File: config.mk
export PLATFORM = sky130hd
export DESIGN_NAME = pipe_control
export DESIGN_NICKNAME = d
export VERILOG_FILES = /design/src/rtl/pipe_pkg.sv /design/src/rtl/pipe_decode.sv /design/src/rtl/pipe_control.sv
export SDC_FILE = /design/constraint.sdc
export NUM_CORES = 1
export LEC_CHECK = 0
export CAP_MARGIN = 20
export CORE_UTILIZATION = 40
export DETAILED_ROUTE_END_ITERATION = 6
export MAX_ROUTING_LAYER = met4
export PLACE_DENSITY = 0.91
export RECOVER_POWER = 50
export SKIP_LAST_GASP = 1
export SLEW_MARGIN = 20
export SYNTH_ARGS = -nofsm -noshare
export SYNTH_HDL_FRONTEND = slang
export SYNTH_SLANG_ARGS = --single-unit
File: constraint.sdc
create_clock -name clk -period 1.95 [get_ports clk]
set_clock_uncertainty 0.1 [all_clocks]
set_input_delay 0.195 -clock clk [delete_from_list [all_inputs] [get_ports clk]]
set_output_delay 0.195 -clock clk [all_outputs]
set_load 0.005 [all_outputs]
File: src/rtl/pipe_pkg.sv
// Shared opcode map, control encodings and scoreboard types for the ID-stage
// pipeline controller (pipe_control / pipe_decode).
package pipe_pkg;

  localparam logic [7:0] OP_NOP     = 8'h00;
  localparam logic [7:0] OP_R_FIRST = 8'h01;
  localparam logic [7:0] OP_R_LAST  = 8'h09;
  localparam logic [7:0] OP_I_FIRST = 8'h11;
  localparam logic [7:0] OP_I_LAST  = 8'h19;
  localparam logic [7:0] OP_LW      = 8'h20;
  localparam logic [7:0] OP_SW      = 8'h21;
  localparam logic [7:0] OP_JAL     = 8'h30;
  localparam logic [7:0] OP_J       = 8'h31;

  localparam logic [3:0] ALU_ADD    = 4'b0000;

  localparam logic [1:0] ALUSRC_REG = 2'b00;
  localparam logic [1:0] ALUSRC_IMM = 2'b01;

  localparam logic [1:0] MTR_MEM    = 2'b00;
  localparam logic [1:0] MTR_ALU    = 2'b01;
  localparam logic [1:0] MTR_PC     = 2'b10;

  localparam int SB_DEPTH = 3;

  typedef struct packed {
    logic [3:0] alu_op;
    logic [1:0] alu_src;
    logic [1:0] mem_to_reg;
    logic       mem_read;
    logic       mem_write;
    logic       reg_write;
    logic       pc_src;
  } ctrl_t;

  typedef struct packed {
    logic       valid;
    logic [4:0] rd;
  } sb_entry_t;

  typedef enum logic {
    SLOT_NORMAL = 1'b0,
    SLOT_SQUASH = 1'b1
  } slot_state_t;

endpackage

File: src/rtl/pipe_decode.sv
// Combinational opcode decode: datapath controls, illegal-opcode detect and
// which source registers the instruction reads.
module pipe_decode
  import pipe_pkg::*;
(
  input  logic [7:0] op,
  output ctrl_t      ctrl,
  output logic       illegal,
  output logic       use_rs1,
  output logic       use_rs2
);

  always_comb begin
    ctrl    = '0;
    illegal = 1'b0;
    use_rs1 = 1'b0;
    use_rs2 = 1'b0;
    if (op >= OP_R_FIRST && op <= OP_R_LAST) begin
      ctrl.alu_op     = op[3:0] - 4'd1;
      ctrl.alu_src    = ALUSRC_REG;
      ctrl.mem_to_reg = MTR_ALU;
      ctrl.reg_write  = 1'b1;
      use_rs1         = 1'b1;
      use_rs2         = 1'b1;
    end else if (op >= OP_I_FIRST && op <= OP_I_LAST) begin
      ctrl.alu_op     = op[3:0] - 4'd1;
      ctrl.alu_src    = ALUSRC_IMM;
      ctrl.mem_to_reg = MTR_ALU;
      ctrl.reg_write  = 1'b1;
      use_rs1         = 1'b1;
    end else begin
      case (op)
        OP_NOP: illegal = 1'b0;
        OP_LW: begin
          ctrl.alu_op     = ALU_ADD;
          ctrl.alu_src    = ALUSRC_IMM;
          ctrl.mem_to_reg = MTR_MEM;
          ctrl.mem_read   = 1'b1;
          ctrl.reg_write  = 1'b1;
          use_rs1         = 1'b1;
        end
        OP_SW: begin
          ctrl.alu_op    = ALU_ADD;
          ctrl.alu_src   = ALUSRC_IMM;
          ctrl.mem_write = 1'b1;
          use_rs1        = 1'b1;
          use_rs2        = 1'b1;
        end
        OP_JAL: begin
          ctrl.pc_src     = 1'b1;
          ctrl.reg_write  = 1'b1;
          ctrl.mem_to_reg = MTR_PC;
        end
        OP_J:    ctrl.pc_src = 1'b1;
        default: illegal = 1'b1;
      endcase
    end
  end

endmodule

File: src/rtl/pipe_control.sv
// ID-stage pipeline controller: decode, RAW scoreboard stall, jump squash.
// Optional stall/flush statistics counters under PIPE_CONTROL_STATS_EN.
//
// state       | meaning
// SLOT_NORMAL | decode slot issues normally (may stall on hazard)
// SLOT_SQUASH | slot follows an issued jump: forced bubble, hazards ignored
module pipe_control
  import pipe_pkg::*;
(
  input  logic        clk,
  input  logic        reset,
  input  logic [7:0]  op,
  input  logic [4:0]  rd,
  input  logic [4:0]  rs1,
  input  logic [4:0]  rs2,
  output logic [3:0]  ALUOp,
  output logic [1:0]  ALUSrc,
  output logic [1:0]  MemToReg,
  output logic        MemRead,
  output logic        MemWrite,
  output logic        RegWrite,
  output logic        PCSrc,
  output logic        stall,
  output logic        illegal,
  output logic [15:0] stall_cnt,
  output logic [15:0] flush_cnt
);

  ctrl_t       dec_ctrl;
  ctrl_t       out_ctrl;
  logic        dec_illegal;
  logic        use_rs1;
  logic        use_rs2;
  logic        hazard;
  logic        illegal_q;
  slot_state_t state;
  slot_state_t state_nxt;
  sb_entry_t   sb [SB_DEPTH];

  pipe_decode u_decode (
    .op      (op),
    .ctrl    (dec_ctrl),
    .illegal (dec_illegal),
    .use_rs1 (use_rs1),
    .use_rs2 (use_rs2)
  );

  // r0 is tracked like any other register
  always_comb begin
    hazard = 1'b0;
    for (int i = 0; i < SB_DEPTH; i++) begin
      if (sb[i].valid && ((use_rs1 && sb[i].rd == rs1) || (use_rs2 && sb[i].rd == rs2)))
        hazard = 1'b1;
    end
  end

  always_comb begin
    out_ctrl  = dec_ctrl;
    stall     = 1'b0;
    state_nxt = SLOT_NORMAL;
    if (reset) begin
      out_ctrl = '0;
    end else begin
      case (state)
        SLOT_SQUASH: out_ctrl = '0;
        default: begin
          if (hazard) begin
            stall              = 1'b1;
            out_ctrl.reg_write = 1'b0;
            out_ctrl.mem_read  = 1'b0;
            out_ctrl.mem_write = 1'b0;
            out_ctrl.pc_src    = 1'b0;
          end else if (dec_ctrl.pc_src) begin
            state_nxt = SLOT_SQUASH;
          end
        end
      endcase
    end
  end

  always_ff @(posedge clk) begin
    if (reset) begin
      state     <= SLOT_NORMAL;
      illegal_q <= 1'b0;
      for (int i = 0; i < SB_DEPTH; i++) sb[i] <= '0;
    end else begin
      state <= state_nxt;
      sb[0] <= '{valid: out_ctrl.reg_write, rd: rd};
      for (int i = 1; i < SB_DEPTH; i++) sb[i] <= sb[i-1];
      if (dec_illegal) illegal_q <= 1'b1;
    end
  end

  assign ALUOp    = out_ctrl.alu_op;
  assign ALUSrc   = out_ctrl.alu_src;
  assign MemToReg = out_ctrl.mem_to_reg;
  assign MemRead  = out_ctrl.mem_read;
  assign MemWrite = out_ctrl.mem_write;
  assign RegWrite = out_ctrl.reg_write;
  assign PCSrc    = out_ctrl.pc_src;
  assign illegal  = illegal_q;

`ifdef PIPE_CONTROL_STATS_EN
  logic [15:0] stall_cnt_q;
  logic [15:0] flush_cnt_q;

  always_ff @(posedge clk) begin
    if (reset) begin
      stall_cnt_q <= '0;
      flush_cnt_q <= '0;
    end else begin
      if (stall && stall_cnt_q != 16'hFFFF) stall_cnt_q <= stall_cnt_q + 16'd1;
      if (state == SLOT_SQUASH && flush_cnt_q != 16'hFFFF) flush_cnt_q <= flush_cnt_q + 16'd1;
    end
  end

  assign stall_cnt = stall_cnt_q;
  assign flush_cnt = flush_cnt_q;
`else
  assign stall_cnt = '0;
  assign flush_cnt = '0;
`endif

endmodule

**Yosys cells after proc, flatten, opt, wreduce, memory -nomap -nowiden**

Memories as Yosys holds them, arrays and structs flattened.
Index checks and enable logic that the tools add are counted.

- Bits in registers: 2
- Bits in writable memories: 18
- Input bits: 25
- Output and inout port bits: 46
- Word-level logic and storage cells: 80
- Memories kept: 1

- Add/subtract/negate cells: 1
- $lt $le $gt $ge: 4
- Eq/ne operators: 10
- Muxes and demuxes: 39
- Bitwise logic cells: 3
- Reductions and logical operators: 20

Memory list:

| name | depth | width | rd ports | clocked after memory_dff | wr ports | RTL line | text |
|---|---|---|---|---|---|---|---|
| sb | 3 | 6 | 3 | 0 | 3 | pipe_control.sv:38 | `sb_entry_t sb [SB_DEPTH];` |

Operators by type and width:

| cell | count |
|---|---|
| equality test 8 x 6 -> 1 bit, second input constant | 4 |
| equality test 5 bit | 6 |
| 2-to-1 mux 1 bit | 27 |
| 2-to-1 mux 8 bit | 3 |
| 2-to-1 mux 6 bit | 3 |
| 2-to-1 mux 12 bit | 1 |
| logical AND 1 bit | 11 |
| greater-or-equal comparator 8 x 1 -> 1 bit, second input constant | 1 |
| greater-or-equal comparator 8 x 5 -> 1 bit, second input constant | 1 |
| <= comparator 8 x 4 -> 1 bit, second input constant | 1 |
| <= comparator 8 x 5 -> 1 bit, second input constant | 1 |
| zero test 8 bit | 1 |
| 2-to-1 mux 4 bit | 2 |
| 2-to-1 mux 2 bit | 3 |
| OR reduction 2 bit | 3 |
| OR reduction 5 bit | 1 |
| subtractor 4 x 1 -> 4 bit, second input constant | 1 |
| logical OR 1 bit | 3 |
| bitwise OR 1 bit | 3 |
| OR reduction 3 bit | 1 |

**Depth between registers and ports, before layout**

- Depth after elaboration: 15
- Gate-level depth with buffers: 7
- Gate-level depth less buffers: 7

**Cells and area by module**

A second synthesis with hierarchy kept.

- Cell total of the unflattened synthesis: 177
- Area, all modules: 1,514.0 um^2

Modules (own cells, without submodules):

| module | instances | cells each | area an instance (um^2) | sequential area each (um^2) |
|---|---|---|---|---|
| pipe_control | 1 | 138 | 1,232.4 | 400.4 |
| pipe_decode | 1 | 39 | 281.5 | 0.0 |

**Least setup slack after synthesis**

No wires, ideal clock.

- Path type: input-to-output
- Start: in op[1]
- End: out MemWrite
- Arrival time: 1,552 ps
- Data required time: 1,655 ps
- Path slack: 103 ps
- Stages: 7
- Path buffers: 0
- Cells stage by stage: inv_1 ha_1 or3b_1 a21oi_2 o32ai_1 o31a_4 nor4_1

- Longest elaborated chain between the ends: 14
- Elaborated cells between the ends (all ways): 35
- Those cells by class: order compare (4); eq/ne (2); mux (14); reduce/logical (15)

Ends and longest elaborated chain:

| element | RTL line | text |
|---|---|---|
| start, declared | pipe_control.sv:12 | `input logic [7:0] op,` |
| parallel branches: the longest is 11 deep, another holds greater-or-equal comparator 8 x 5 -> 1 bit | n/a |  |
| 2-to-1 mux 4 bit (*) | pipe_control.sv:67 | `if (hazard) begin` |
| 2-to-1 mux 4 bit (*) | pipe_control.sv:64 | `case (state)` |
| 2-to-1 mux 12 bit (*) | pipe_control.sv:61 | `if (reset) begin` |
| end, declared | pipe_control.sv:20 | `output logic MemWrite,` |

Mark *: on every way between the ends.

==> results.toml <==
[routing]
drc = 0
firstDrtPassIters = 4
ant_nets = 0
routed_wl_um = 3453
avgRoutedWirePerCell_um = 12.51
drt_iter0_markers = 67
vias_per_cell = 4.558
via_count = 1258

[sta]
slew_headroom_pct = 42.30
tightest_slew_ns = 0.8655
hold_viol = 0
period_share_pct = 116.0
drv_slew = 0
finalSetupViolations = 6
max_freq_mhz = 442.2
period_needed_ns = 2.261
rsz0062_at_grt = "yes"
setup_slack_ns = -0.3115
fin_tns_setup_ns = -1.209

[floorplan]
initial_core_util_pct = 42.23
core_area_sq_mm = 0.003390
ios = 71
rows = 21
die_height_um = 61.82
die_x_um = 61.82
die_area_sq_mm = 0.003822

[critical_path]
path_buf_inv = 2
timing.rr.end = "sb[0][5]"
worstSetupStartpointType = "flop"
endpoint = "RegWrite"
cp_max_fo = 4
reg2regPathDepth = 6
cp.arrival_ns = 1.97
r2r_slack_ns = 0.18
critPathRequiredTime_ns = 1.65
crit_cells = 7
critical-path-top-delay-family = "simple AND/OR/NAND/NOR gates"
r2r_start = "sb[0][13]"
worst_path_max_delay_cell = "a311oi_4"
critPathLaunch = "sb[0][13]"
cp_cell_sequence = "xor2_1 -> nor4_1 -> nand3_1 -> a311oi_4 -> buf_6 -> a211oi_2 -> buf_2"
cpPeakStageDelay_ns = 0.37
path_class = "flop to output port"
cp-end-kind = "output port"

[yosys]
synth-async-reset-ratio_pct = 0
yosysWarnings = 0
avgSynthCellArea_sq_um = 8.891
yosys_most_used_dff = "dfxtp_1"
yosys-top-cells-area = "dfxtp_1 28%, buf_4 17%, xor2_1 15%"
seq_area_frac_synth_pct = 27.97
synth_cell_types = 31
synthCells = 161
synth_edf_count = 0
yosys.area.top_type = "dfxtp_1"
synth_most_common_cell = "buf_4"
yosys-top-cells-count = "33 x buf_4, 24 x xor2_1, 20 x dfxtp_1"
synth-seq-cells = 20
synth_top_area_share_pct = 27.97
syn-cell-area_sq_mm = 0.001431

[clocking]
path_clk_slew_ns = 0.11
cts_buffers = 3
worstSkewPairLatency_ns = 0.30
clock-sinks = 20
clockBufferDepth = 2
cts-htree-levels = 1
cts-root-buf = "clkbuf_4"
ctsHoldBuffers = 0
cts_tree = "built"

[run]
maxCapViolCount = 0

[power_and_ir_drop]
p_total_uw = 913.0
power_density_mw_per_mm2 = 444.7
peakVddDrop_uv = 403.0
p_leak_uw = 0.0009974

[placed_design]
portBuffers = 37
gp_congestion = 0.9103
dp_hpwl_um = 2561

[global_routing]
antenna_found_initial = 0
grt_pass1_wl_um = 5437
grt_pass1_vias = 1234
grt.overflow.total = 0
grt_max_degree = 20
gr-usage-all-layers_pct = 20.57

[cells_and_area]
diodes = 0
fin_nets = 258
area_growth_pct = 43.44
drive_above_1_share_pct = 31.74

[run_status]
status = "finished with violations"
violations = "setup timing"

[min_path]
hp-class = "primary input to flop"
[routing by layer]
metal  global-route usage, %  vias to the layer above  wire [um]
met5                       -                        -          0
met4                   9.841                        0         95
met3                   2.277                       11        116
met2                   38.10                       55       1852
met1                   21.60                      582       1387
li1                        -                      610          -
[worst min path at each step]
stage / start / cells after the start / slack (ns) / end
2_1_floorplan: rd[0] / 1 / 0.22 / sb[0][0]
3_3_place_gp: illegal / 2 / 0.33 / illegal
3_5_place_dp: illegal / 2 / 0.34 / illegal
4_1_cts: rd[2] / 2 / 0.33 / sb[0][2]
5_1_grt: rd[2] / 2 / 0.33 / sb[0][2]
6_report: rd[2] / 2 / 0.33 / sb[0][2]
[registers in the layout, summed over array words and instances (netlist names)]
register	count
sb	18
state	1
illegal	1
[cell usage in the layout (no fill, tap or decap), drive strengths merged, types with 2 or more instances in the layout]
master         netlist  final
buf                 33     44
conb                 1     33
xor2                24     24
dfxtp               20     20
nor2b               17     17
nor4                 9      9
xnor2                8      8
clkdlybuf4s50        0      8
dlygate4sd2          0      7
nor2                 7      7
nand3                5      5
inv                  5      5
clkbuf               2      5
dlymetal6s2s         0      4
nor3                 4      4
and3                 3      3
a21oi                3      3
o21ai                3      3
clkdlybuf4s15        0      3
nand2                2      2
o21a                 2      2
a211oi               2      2
ha                   2      2
[power by group]
part           internal, uW  switching [uW]  total, uW  leakage (uW)
clock network           114             123        237     0.0000210
registers               424            11.5        435      0.000166
logic                   124             116        240      0.000811
total                   662             251        913      0.000997
[final cells by class]
cell class                 count  area (sq um)
timing repair buffer          68         560.5
inverter                       5         23.77
multi-input combinational    133         969.7
tap                           46         57.56
clock buffer                   4         36.28
sequential                    20         405.4
fill                         297          1336
[metrics by stage]
stage | util [%] | area, sq um | hold slack [ns] | cells | setup WS [ns]
2_1_floorplan | - | 1551 | 0.2232 | 193 | 0.1033
3_3_place_gp | 56.11 | 1902 | 0.3347 | 263 | -0.8011
3_5_place_dp | 56.11 | 1902 | 0.3443 | 263 | -0.8821
4_1_cts | 59.51 | 2017 | 0.3250 | 276 | -0.3485
5_1_grt | 60.58 | 2053 | 0.3349 | 276 | -0.3906
6_report | 60.58 | 2053 | 0.3323 | 276 | -0.3115
[kinds of logic after synthesis]
kind of cell,count (synthesis),synth area share (%)
xor gates and xnor gates,32,19.58
other,1,0.2620
AOI/OAI and AO/OA,14,8.916
and+or+nand+nor,52,22.38
DFF,20,27.97
buffers and inverters,40,19.14
adders and majority gates,2,1.748
[timing repair]
item                                    CTS  global route
gates resized for setup                  83            20
buffers inserted                          9             1
hold endpoints to repair                  0             0
endpoints found under the setup margin   12            10
pin swaps                                17            12
Power figures use the tool's default switching activity.
